### config.mk
export PLATFORM = sky130hd
export DESIGN_NAME = bp_fe_pred_update_arb_flat
export DESIGN_NICKNAME = d
export VERILOG_FILES = /design/src/rtl/bp_fe_pred_update_arb_if.sv /design/src/rtl/bp_fe_pred_update_arb.sv /design/src/flat_wrapper.sv
export SDC_FILE = /design/constraint.sdc
export NUM_CORES = 1
export LEC_CHECK = 0
export ABC_AREA = 0
export CAP_MARGIN = 10
export CORE_ASPECT_RATIO = 1.25
export CORE_MARGIN = 2
export CORE_UTILIZATION = 50
export DETAILED_ROUTE_END_ITERATION = 6
export PLACE_DENSITY_LB_ADDON = 0.2
export SYNTH_ARGS = -nofsm -noshare
export SYNTH_HDL_FRONTEND = slang
export SYNTH_SLANG_ARGS = --single-unit
### constraint.sdc
create_clock -name clk_i -period 9.9 [get_ports clk_i]
set_input_delay 1.485 -clock clk_i [delete_from_list [all_inputs] [get_ports clk_i]]
set_output_delay 1.485 -clock clk_i [all_outputs]
set_load 0.01 [all_outputs]
### src/rtl/bp_fe_pred_update_arb_if.sv
// Handshake bundle between the redirect/attaboy producers, the
// predictor write port and the update arbiter.
interface bp_fe_pred_update_arb_if
  #(parameter int vaddr_width_p               = 39
   ,parameter int branch_metadata_fwd_width_p = 64
   );

  logic                                   init_done_i;

  logic                                   redir_v_i;
  logic                                   redir_taken_i;
  logic                                   redir_nonbr_i;
  logic [vaddr_width_p-1:0]               redir_pc_i;
  logic [branch_metadata_fwd_width_p-1:0] redir_md_i;

  logic                                   attaboy_v_i;
  logic                                   attaboy_taken_i;
  logic [vaddr_width_p-1:0]               attaboy_pc_i;
  logic [branch_metadata_fwd_width_p-1:0] attaboy_md_i;
  logic                                   attaboy_yumi_o;

  logic                                   upd_v_o;
  logic                                   upd_src_o;
  logic [vaddr_width_p-1:0]               upd_pc_o;
  logic [branch_metadata_fwd_width_p-1:0] upd_md_o;
  logic                                   upd_taken_o;
  logic                                   upd_nonbr_o;
  logic                                   upd_yumi_i;

  logic                                   drop_o;

  // arbiter side
  modport slave
    (input  init_done_i
    ,input  redir_v_i, redir_taken_i, redir_nonbr_i, redir_pc_i, redir_md_i
    ,input  attaboy_v_i, attaboy_taken_i, attaboy_pc_i, attaboy_md_i
    ,output attaboy_yumi_o
    ,output upd_v_o, upd_src_o, upd_pc_o, upd_md_o, upd_taken_o, upd_nonbr_o
    ,input  upd_yumi_i
    ,output drop_o
    );

  // producer / predictor side
  modport master
    (output init_done_i
    ,output redir_v_i, redir_taken_i, redir_nonbr_i, redir_pc_i, redir_md_i
    ,output attaboy_v_i, attaboy_taken_i, attaboy_pc_i, attaboy_md_i
    ,input  attaboy_yumi_o
    ,input  upd_v_o, upd_src_o, upd_pc_o, upd_md_o, upd_taken_o, upd_nonbr_o
    ,output upd_yumi_i
    ,input  drop_o
    );

endinterface

### src/rtl/bp_fe_pred_update_arb.sv
// Shares the single predictor write port between redirect training
// (one-entry overwriting hold) and attaboy training (small FIFO).
// Redirects win by default; an attaboy head that waits too long forces
// one attaboy grant through.
//
// state    | meaning
// e_init   | BTB/BHT still initializing; nothing accepted, redirects dropped
// e_run    | normal arbitration, redirect hold has priority
// e_starve | attaboy head has waited starve_limit_p cycles; it goes next
module bp_fe_pred_update_arb
  #(parameter int vaddr_width_p               = 39
   ,parameter int branch_metadata_fwd_width_p = 64
   ,parameter int els_p                       = 4
   ,parameter int starve_limit_p              = 8
   )
  (input logic                     clk_i
  ,input logic                     reset_n_i
  ,bp_fe_pred_update_arb_if.slave  bus
  );

  localparam int ptr_w_lp    = $clog2(els_p);
  localparam int cnt_w_lp    = $clog2(els_p + 1);
  localparam int starve_w_lp = $clog2(starve_limit_p + 1);

  localparam logic [cnt_w_lp-1:0]    els_lp        = cnt_w_lp'(els_p);
  localparam logic [starve_w_lp-1:0] starve_max_lp = starve_w_lp'(starve_limit_p);

  typedef enum logic [1:0] {e_init, e_run, e_starve} state_e;

  state_e state_r, state_n;

  logic                                   hold_v_r;
  logic [vaddr_width_p-1:0]               hold_pc_r;
  logic [branch_metadata_fwd_width_p-1:0] hold_md_r;
  logic                                   hold_taken_r;
  logic                                   hold_nonbr_r;

  logic [vaddr_width_p-1:0]               fifo_pc_r [els_p];
  logic [branch_metadata_fwd_width_p-1:0] fifo_md_r [els_p];
  logic [els_p-1:0]                       fifo_taken_r;
  logic [ptr_w_lp-1:0]                    rptr_r, wptr_r;
  logic [cnt_w_lp-1:0]                    count_r;
  logic [starve_w_lp-1:0]                 starve_cnt_r;

  logic active, fifo_empty, fifo_full, sel_attaboy, upd_v;
  logic deq_attaboy, deq_hold, enq, redir_load;

  assign active      = (state_r != e_init);
  assign fifo_empty  = (count_r == '0);
  assign fifo_full   = (count_r == els_lp);
  // In e_starve the FIFO head is taken even over a valid hold.
  assign sel_attaboy = (state_r == e_starve) | ~hold_v_r;
  assign upd_v       = active & (sel_attaboy ? ~fifo_empty : hold_v_r);
  assign deq_attaboy = upd_v & bus.upd_yumi_i & sel_attaboy;
  assign deq_hold    = upd_v & bus.upd_yumi_i & ~sel_attaboy;
  // Gated by reset so a reset cycle never shows an accept or drop pulse.
  assign enq         = reset_n_i & active & bus.attaboy_v_i & (~fifo_full | deq_attaboy);
  assign redir_load  = active & bus.redir_v_i;

  assign bus.attaboy_yumi_o = enq;
  assign bus.drop_o = reset_n_i & bus.redir_v_i & (~active | (hold_v_r & ~deq_hold));
  assign bus.upd_v_o = upd_v;

  // FSM state register
  always_ff @(posedge clk_i) begin
    if (!reset_n_i) state_r <= e_init;
    else            state_r <= state_n;
  end

  // FSM next state
  always_comb begin
    state_n = state_r;
    case (state_r)
      e_init:   if (bus.init_done_i) state_n = e_run;
      e_run:    if (starve_cnt_r == starve_max_lp && !deq_attaboy) state_n = e_starve;
      e_starve: if (deq_attaboy) state_n = e_run;
      default:  state_n = e_init;
    endcase
  end

  // Output payload straight from registered state, zero when idle
  always_comb begin
    bus.upd_src_o   = 1'b0;
    bus.upd_pc_o    = '0;
    bus.upd_md_o    = '0;
    bus.upd_taken_o = 1'b0;
    bus.upd_nonbr_o = 1'b0;
    if (upd_v) begin
      if (sel_attaboy) begin
        bus.upd_src_o   = 1'b1;
        bus.upd_pc_o    = fifo_pc_r[rptr_r];
        bus.upd_md_o    = fifo_md_r[rptr_r];
        bus.upd_taken_o = fifo_taken_r[rptr_r];
      end else begin
        bus.upd_pc_o    = hold_pc_r;
        bus.upd_md_o    = hold_md_r;
        bus.upd_taken_o = hold_taken_r;
        bus.upd_nonbr_o = hold_nonbr_r;
      end
    end
  end

  // Redirect hold, FIFO bookkeeping and starvation counter
  always_ff @(posedge clk_i) begin
    if (!reset_n_i) begin
      hold_v_r     <= 1'b0;
      hold_pc_r    <= '0;
      hold_md_r    <= '0;
      hold_taken_r <= 1'b0;
      hold_nonbr_r <= 1'b0;
      rptr_r       <= '0;
      wptr_r       <= '0;
      count_r      <= '0;
      starve_cnt_r <= '0;
    end else begin
      if (redir_load) begin
        hold_v_r     <= 1'b1;
        hold_pc_r    <= bus.redir_pc_i;
        hold_md_r    <= bus.redir_md_i;
        hold_taken_r <= bus.redir_taken_i;
        hold_nonbr_r <= bus.redir_nonbr_i;
      end else if (deq_hold) begin
        hold_v_r <= 1'b0;
      end

      if (enq)         wptr_r <= wptr_r + ptr_w_lp'(1);
      if (deq_attaboy) rptr_r <= rptr_r + ptr_w_lp'(1);
      if (enq && !deq_attaboy)      count_r <= count_r + cnt_w_lp'(1);
      else if (!enq && deq_attaboy) count_r <= count_r - cnt_w_lp'(1);

      if (deq_attaboy || fifo_empty)      starve_cnt_r <= '0;
      else if (starve_cnt_r != starve_max_lp) starve_cnt_r <= starve_cnt_r + starve_w_lp'(1);
    end
  end

  // Attaboy FIFO storage; contents need no reset since occupancy guards reads
  always_ff @(posedge clk_i) begin
    if (enq) begin
      fifo_pc_r[wptr_r]    <= bus.attaboy_pc_i;
      fifo_md_r[wptr_r]    <= bus.attaboy_md_i;
      fifo_taken_r[wptr_r] <= bus.attaboy_taken_i;
    end
  end

endmodule

### src/flat_wrapper.sv
// flat-port wrapper written by rule: the top's interface ports become plain ports
module bp_fe_pred_update_arb_flat 
#(parameter int vaddr_width_p               = 39
   ,parameter int branch_metadata_fwd_width_p = 64
   ,parameter int els_p                       = 4
   ,parameter int starve_limit_p              = 8
   )
  (clk_i, reset_n_i, bus_init_done_i, bus_redir_v_i, bus_redir_taken_i, bus_redir_nonbr_i, bus_redir_pc_i, bus_redir_md_i, bus_attaboy_v_i, bus_attaboy_taken_i, bus_attaboy_pc_i, bus_attaboy_md_i, bus_attaboy_yumi_o, bus_upd_v_o, bus_upd_src_o, bus_upd_pc_o, bus_upd_md_o, bus_upd_taken_o, bus_upd_nonbr_o, bus_upd_yumi_i, bus_drop_o);
  bp_fe_pred_update_arb_if #(.vaddr_width_p(vaddr_width_p), .branch_metadata_fwd_width_p(branch_metadata_fwd_width_p)) bus_i ();
  input logic clk_i;
  input logic reset_n_i;
  input wire logic [$bits(bus_i.init_done_i)-1:0] bus_init_done_i;
  input wire logic [$bits(bus_i.redir_v_i)-1:0] bus_redir_v_i;
  input wire logic [$bits(bus_i.redir_taken_i)-1:0] bus_redir_taken_i;
  input wire logic [$bits(bus_i.redir_nonbr_i)-1:0] bus_redir_nonbr_i;
  input wire logic [$bits(bus_i.redir_pc_i)-1:0] bus_redir_pc_i;
  input wire logic [$bits(bus_i.redir_md_i)-1:0] bus_redir_md_i;
  input wire logic [$bits(bus_i.attaboy_v_i)-1:0] bus_attaboy_v_i;
  input wire logic [$bits(bus_i.attaboy_taken_i)-1:0] bus_attaboy_taken_i;
  input wire logic [$bits(bus_i.attaboy_pc_i)-1:0] bus_attaboy_pc_i;
  input wire logic [$bits(bus_i.attaboy_md_i)-1:0] bus_attaboy_md_i;
  output wire logic [$bits(bus_i.attaboy_yumi_o)-1:0] bus_attaboy_yumi_o;
  output wire logic [$bits(bus_i.upd_v_o)-1:0] bus_upd_v_o;
  output wire logic [$bits(bus_i.upd_src_o)-1:0] bus_upd_src_o;
  output wire logic [$bits(bus_i.upd_pc_o)-1:0] bus_upd_pc_o;
  output wire logic [$bits(bus_i.upd_md_o)-1:0] bus_upd_md_o;
  output wire logic [$bits(bus_i.upd_taken_o)-1:0] bus_upd_taken_o;
  output wire logic [$bits(bus_i.upd_nonbr_o)-1:0] bus_upd_nonbr_o;
  input wire logic [$bits(bus_i.upd_yumi_i)-1:0] bus_upd_yumi_i;
  output wire logic [$bits(bus_i.drop_o)-1:0] bus_drop_o;
  assign bus_i.init_done_i = bus_init_done_i;
  assign bus_i.redir_v_i = bus_redir_v_i;
  assign bus_i.redir_taken_i = bus_redir_taken_i;
  assign bus_i.redir_nonbr_i = bus_redir_nonbr_i;
  assign bus_i.redir_pc_i = bus_redir_pc_i;
  assign bus_i.redir_md_i = bus_redir_md_i;
  assign bus_i.attaboy_v_i = bus_attaboy_v_i;
  assign bus_i.attaboy_taken_i = bus_attaboy_taken_i;
  assign bus_i.attaboy_pc_i = bus_attaboy_pc_i;
  assign bus_i.attaboy_md_i = bus_attaboy_md_i;
  assign bus_attaboy_yumi_o = bus_i.attaboy_yumi_o;
  assign bus_upd_v_o = bus_i.upd_v_o;
  assign bus_upd_src_o = bus_i.upd_src_o;
  assign bus_upd_pc_o = bus_i.upd_pc_o;
  assign bus_upd_md_o = bus_i.upd_md_o;
  assign bus_upd_taken_o = bus_i.upd_taken_o;
  assign bus_upd_nonbr_o = bus_i.upd_nonbr_o;
  assign bus_i.upd_yumi_i = bus_upd_yumi_i;
  assign bus_drop_o = bus_i.drop_o;
  bp_fe_pred_update_arb #(.vaddr_width_p(vaddr_width_p), .branch_metadata_fwd_width_p(branch_metadata_fwd_width_p), .els_p(els_p), .starve_limit_p(starve_limit_p)) u_core (.clk_i(clk_i), .reset_n_i(reset_n_i), .bus(bus_i));
endmodule
---- Word-level counts from Yosys, hierarchy flattened ----
Memory sizes are Yosys's and may differ from the RTL's. A register that Yosys moved wholly into a read port is not among the register bits.
Index checks and enable logic that the tools add are counted.
storage, ports and cells
  memories kept ........................... 2
  bits of input ports ..................... 215
  output and inout bits ................... 109
  bits in registers ....................... 123
  memory bits (writable) .................. 412
  word-level logic and storage cells ...... 94
memories
  name              words  width  read ports  clocked after memory_dff  write ports  line                         RTL
  u_core.fifo_md_r  4      64     1           1                         1            bp_fe_pred_update_arb.sv:39  logic [branch_metadata_fwd_width_p-1:0] fifo_md_r [els_p];
  u_core.fifo_pc_r  4      39     1           1                         1            bp_fe_pred_update_arb.sv:38  logic [vaddr_width_p-1:0] fifo_pc_r [els_p];
cells by class
  order comparisons ....................... 3
  add/sub/neg operators ................... 5
  reductions and logical operators ........ 14
  muxes and demuxes ....................... 30
  bitwise logic cells ..................... 21
  eq/ne operators ......................... 8
operator list
  operator                                                              number
  64-bit 2-to-1 mux                                                     2
  39-bit 2-to-1 mux                                                     2
  2-bit 2-to-1 mux                                                      7
  1-bit 2-to-1 mux                                                      13
  1-bit AND                                                             11
  1-bit inverter                                                        7
  2-bit by 3-bit < comparator with 1-bit output, second input constant  2
  3-bit 2-to-1 mux                                                      2
  2-bit one-hot mux with 3 select lines                                 1
  2-bit nonzero test                                                    3
  2-bit by 1-bit adder with 2-bit output, second input constant         2
  4-bit by 1-bit adder with 4-bit output, second input constant         1
  4-bit bitwise mux                                                     1
  4-bit == test, second input constant                                  1
  1-bit logical AND                                                     4
  2-bit by 1-bit != test with 1-bit output, second input constant       2
  4-bit != test, second input constant                                  1
  3-bit by 1-bit adder with 3-bit output, second input constant         1
  3-bit == test, second input constant                                  1
  3-bit logical NOT                                                     1
  1-bit OR                                                              3
  3-bit AND reduction                                                   1
  3-bit by 1-bit subtractor with 3-bit output, second input constant    1
  1-bit binary-select mux with 2-bit select                             1
  other kinds (9)                                                       10

---- Depth between registers and ports, before layout ----
  depth in word-level cells ............... 12
  mapped depth ............................ 10
  gate-level depth less buffers ........... 8

---- Least setup slack after synthesis ----
No wires, ideal clock.
  path kind ............................... input-to-reg
  from .................................... input bus_upd_yumi_i
  to ...................................... memory u_core.fifo_md_r[0][0], enable pin
  slack ................................... 4685 ps
  arrival time ............................ 4740 ps
  cell stages on the path ................. 3
  library setup time ...................... 475 ps
  path buffers ............................ 0
  required time ........................... 9425 ps
  cells stage by stage .................... a21bo_2 -> a311oi_2 -> and2_1
between the ends
  longest elaborated chain between the ends .. 6
RTL lines
  element                                 line                          RTL
  start: declaration                      flat_wrapper.sv:29            input wire logic [$bits(bus_i.upd_yumi_i)-1:0] bus_upd_yumi_i;
  1-bit AND (2 in series)                 bp_fe_pred_update_arb.sv:54   assign deq_attaboy = upd_v & bus.upd_yumi_i & sel_attaboy;
  1-bit OR                                bp_fe_pred_update_arb.sv:57   assign enq = reset_n_i & active & bus.attaboy_v_i & (~fifo_full | deq_attaboy);
  1-bit AND                               bp_fe_pred_update_arb.sv:57
  named net bus_attaboy_yumi_o            flat_wrapper.sv:22            output wire logic [$bits(bus_i.attaboy_yumi_o)-1:0] bus_attaboy_yumi_o;
  1-bit 2-to-1 mux                        bp_fe_pred_update_arb.sv:138  if (enq) begin
  1-bit 2-to-1 mux (not written as such)  bp_fe_pred_update_arb.sv:140  fifo_md_r[wptr_r] <= bus.attaboy_md_i;
  end: declaration                        bp_fe_pred_update_arb.sv:39
The timed path passes the listed nets, and every way through them passes these cells.

---- Final worst setup path ----
  from .................................... register u_core.state_r[1]
  to ...................................... output bus_upd_md_o[31]
between the ends
  longest elaborated chain between the ends .. 5
  elaborated cells between the ends (all ways) .. 7
  those cells by class .................... eq/ne (1); mux (3); bitwise (2); reduce/logical (1)
RTL lines
  element                   line                         RTL
  start: declaration        bp_fe_pred_update_arb.sv:30  state_e state_r, state_n;
  start signal: assignment  bp_fe_pred_update_arb.sv:66  if (!reset_n_i) state_r <= e_init;
  start signal: assignment  bp_fe_pred_update_arb.sv:67  else state_r <= state_n;
  2-bit == test             bp_fe_pred_update_arb.sv:52  assign sel_attaboy = (state_r == e_starve) | ~hold_v_r;
  1-bit OR                  bp_fe_pred_update_arb.sv:52
  1-bit 2-to-1 mux          bp_fe_pred_update_arb.sv:53  assign upd_v = active & (sel_attaboy ? ~fifo_empty : hold_v_r);
  1-bit AND                 bp_fe_pred_update_arb.sv:53
  64-bit 2-to-1 mux *       bp_fe_pred_update_arb.sv:88  if (upd_v) begin
  end: declaration          flat_wrapper.sv:26           output wire logic [$bits(bus_i.upd_md_o)-1:0] bus_upd_md_o;
Mark *: on every way between the ends. The rest lies on a longest branch, timed or not.

==> metrics.yaml <==
clock_network:
  post_cts_resized: 0
  clockBufferDepth: 3
  cts_made_buffers: 53
  clkSinkCount: 537
  clock_latency_ns: 0.57
  postCtsSetupBuffers: 0
  cts_max_level: 2
  holdBufCountCts: 0
  clk_pin_slew_ns: 0.06
  ctsRootBufferMaster: "clkbuf_16"
  tritoncts: "yes"
sta:
  finalHoldViolCount: 0
  finalCriticalPeriod_ns: 5.57
  fin_crit_sh: 0.563
  fin_tns_setup_ns: 0
  maxSlewViolCount: 0
  relSlewSlack: 0.137
  max_freq_ghz: 0.180
  setup_violations: 0
  fin_worst_skew_ns: 0.0126
  tightest_slew_ns: 1.29
  rsz0062_at_grt: "false"
grt:
  grt_pass1_wl_mm: 81.2
  grt.overflow.total: 0
  grt_pass1_vias: 14108
  grt_usage: 0.237
  antenna_found_initial: 13
  grt_max_degree: 70
die:
  die_w_microns: 190
  core-area_sq_um: 42900
  row_count: 85
  start_util: 0.505
  dieHeight_microns: 237
  ioPinCount: 324
  dieArea_sq_um: 44900
synth:
  synth_cell_types: 39
  synth_top_area_cell: "edfxtp_1"
  async_reset_ff_frac: 0
  post_synth_inst_count: 1481
  synth.cell_area_sq_um: 21600
  synth.top_cells.by_area: "edfxtp_1 (58%), dfxtp_1 (11%), mux4_2 (11%)"
  synth_ff_type: "edfxtp_1"
  synth_nets: 1704
  ys_ff_latch: 537
  seq_area_frac_synth: 0.690
  synth.avg_cell_area_sq_um: 14.6
  yosysTopAreaCellShare: 0.578
  synth_enable_flop_cells: 416
  yosys_warnings: 0
layout:
  drive_gt1_frac: 0.122
  final_common_cell: "edfxtp_1"
  area_delta_synth_final_pct: 24.1
  fin_nets: 1969
  fillers: 3180
  layout.cells.most_common_list: "edfxtp_1 (416), clkdlybuf4s50_1 (323), nand2_1 (216)"
run:
  cap_viol_max_count: 0
power_and_ir_drop:
  finalPower_mw: 4.88
  p_per_area_nw_per_um2: 182
  vdd.ir_drop.worst_mv: 0.135
  p_leak_nw: 8.51
detailed_routing:
  drc: 0
  route.detailed.wl_per_inst_microns: 22.7
  drtPass1Iterations: 5
  wirelength_mm: 53.7
  vias: 13792
  vias_per_cell: 5.83
  initialDrtViolationCount: 1031
  ant_nets: 0
critical_path:
  crit_required_ns: 8.42
  cp-end-kind: "output port"
  critPathLaunchType: "register"
  worstSetupPathType: "register to output port"
  critPathMaxFanout: 53
  cp.arrival_ns: 4.08
outcome:
  outcome: "completed"
place:
  dp_hpwl_mm: 31.5
  place_congestion: 0.762
  port_buffers: 323
hold_path:
  hp-class: "register to register"
## synth_stat cells (2+ instances only)
cell,instances
ha_1,7
nand2_1,216
o21ai_0,4
nor2_1,116
and2_1,5
o311ai_1,60
buf_6,16
buf_1,8
clkbuf_1,65
or3_1,3
nand3_1,2
buf_2,40
xor2_1,4
mux2i_1,6
o311ai_0,46
inv_1,9
nand2b_1,4
edfxtp_1,416
mux4_2,104
and3_1,2
dfxtp_1,121
a21oi_1,210
## cell type report
class | instances | area [sq um] | share of cell area
Antenna cell | 8 | 20.0 | 0.000746
Clock inverter | 31 | 236 | 0.00881
Multi-Input combinational cell | 804 | 6060 | 0.226
Clock buffer | 69 | 1480 | 0.0551
Sequential cell | 537 | 14900 | 0.556
Timing Repair Buffer | 340 | 3360 | 0.125
Inverter | 10 | 42.5 | 0.00159
Tap cell | 565 | 707 | 0.0264
## report_power, final
part           total [mW]  switching, mW  internal, mW
sequential           2.49         0.0265          2.46
clock                1.96          0.826          1.13
combinational       0.433          0.225         0.209
total                4.88           1.08          3.80
## worst paths after layout
path | startpoint | endpoint | slack (ns) | cells past startpoint
worst max-delay path | u_core.state_r[1] | bus_upd_md_o[31] | 4.33 | 5
worst min-delay path | u_core.hold_pc_r[34] | u_core.hold_pc_r[34] | 0.45 | 2
worst max register to register | u_core.hold_v_r | u_core.fifo_md_r[1][11] | 5.87 | 5
worst min register to register | u_core.hold_pc_r[34] | u_core.hold_pc_r[34] | 0.45 | 2
## routing by layer
metal | track usage | up-vias | wire length [microns]
met1 | 0.305 | 6905 | 21600
li1 | - | 6249 | -
met2 | 0.407 | 526 | 27000
met4 | 0.0768 | 10 | 1400
met5 | 0 | - | 67
met3 | 0.0462 | 102 | 3670
## cells by family (layout without fill, tap and decap cells)
family,Yosys count,in the layout,share of synthesized area
adder cells (fa/ha/maj),8,8,0.00498
buffers and inverters,140,450,0.0322
AND/OR/NAND/NOR,351,351,0.0631
multiplexers,110,110,0.111
flip-flops,537,537,0.690
AO/OA/AOI/OAI,330,330,0.0969
XOR/XNOR,5,5,0.00203
other,0,8,0
## state kept, by name, indices dropped and copies added (netlist names), named ones only
name,count
u_core.state_r,2
u_core.hold_taken_r,1
u_core.fifo_pc_r,156
u_core.hold_nonbr_r,1
u_core.wptr_r,2
u_core.hold_pc_r,39
u_core.rptr_r,2
u_core.hold_md_r,64
u_core.fifo_md_r,256
u_core.starve_cnt_r,4
u_core.hold_v_r,1
u_core.count_r,3
u_core.fifo_taken_r,4
## stage by stage
stage	setup WS (ns)	instance area (sq um)	util	std cells	hold slack (ns)
CTS	4.37	26800	0.625	2356	0.452
floorplan	4.69	21600	-	1481	0.432
detailed placement	4.78	25100	0.585	2256	0.444
finish	4.33	26800	0.626	2364	0.450
global route	4.16	26800	0.626	2363	0.465
global placement	4.82	25100	0.585	2256	0.440
## critical path, cell delays in order, from the launching register on
cell             delay (ns)
dfxtp_1                0.60
nor2b_4                1.10
buf_4                  0.70
o311ai_1               0.15
nor2_1                 0.28
clkdlybuf4s50_1        0.59
No activity file was read; power rests on OpenSTA's default activity.
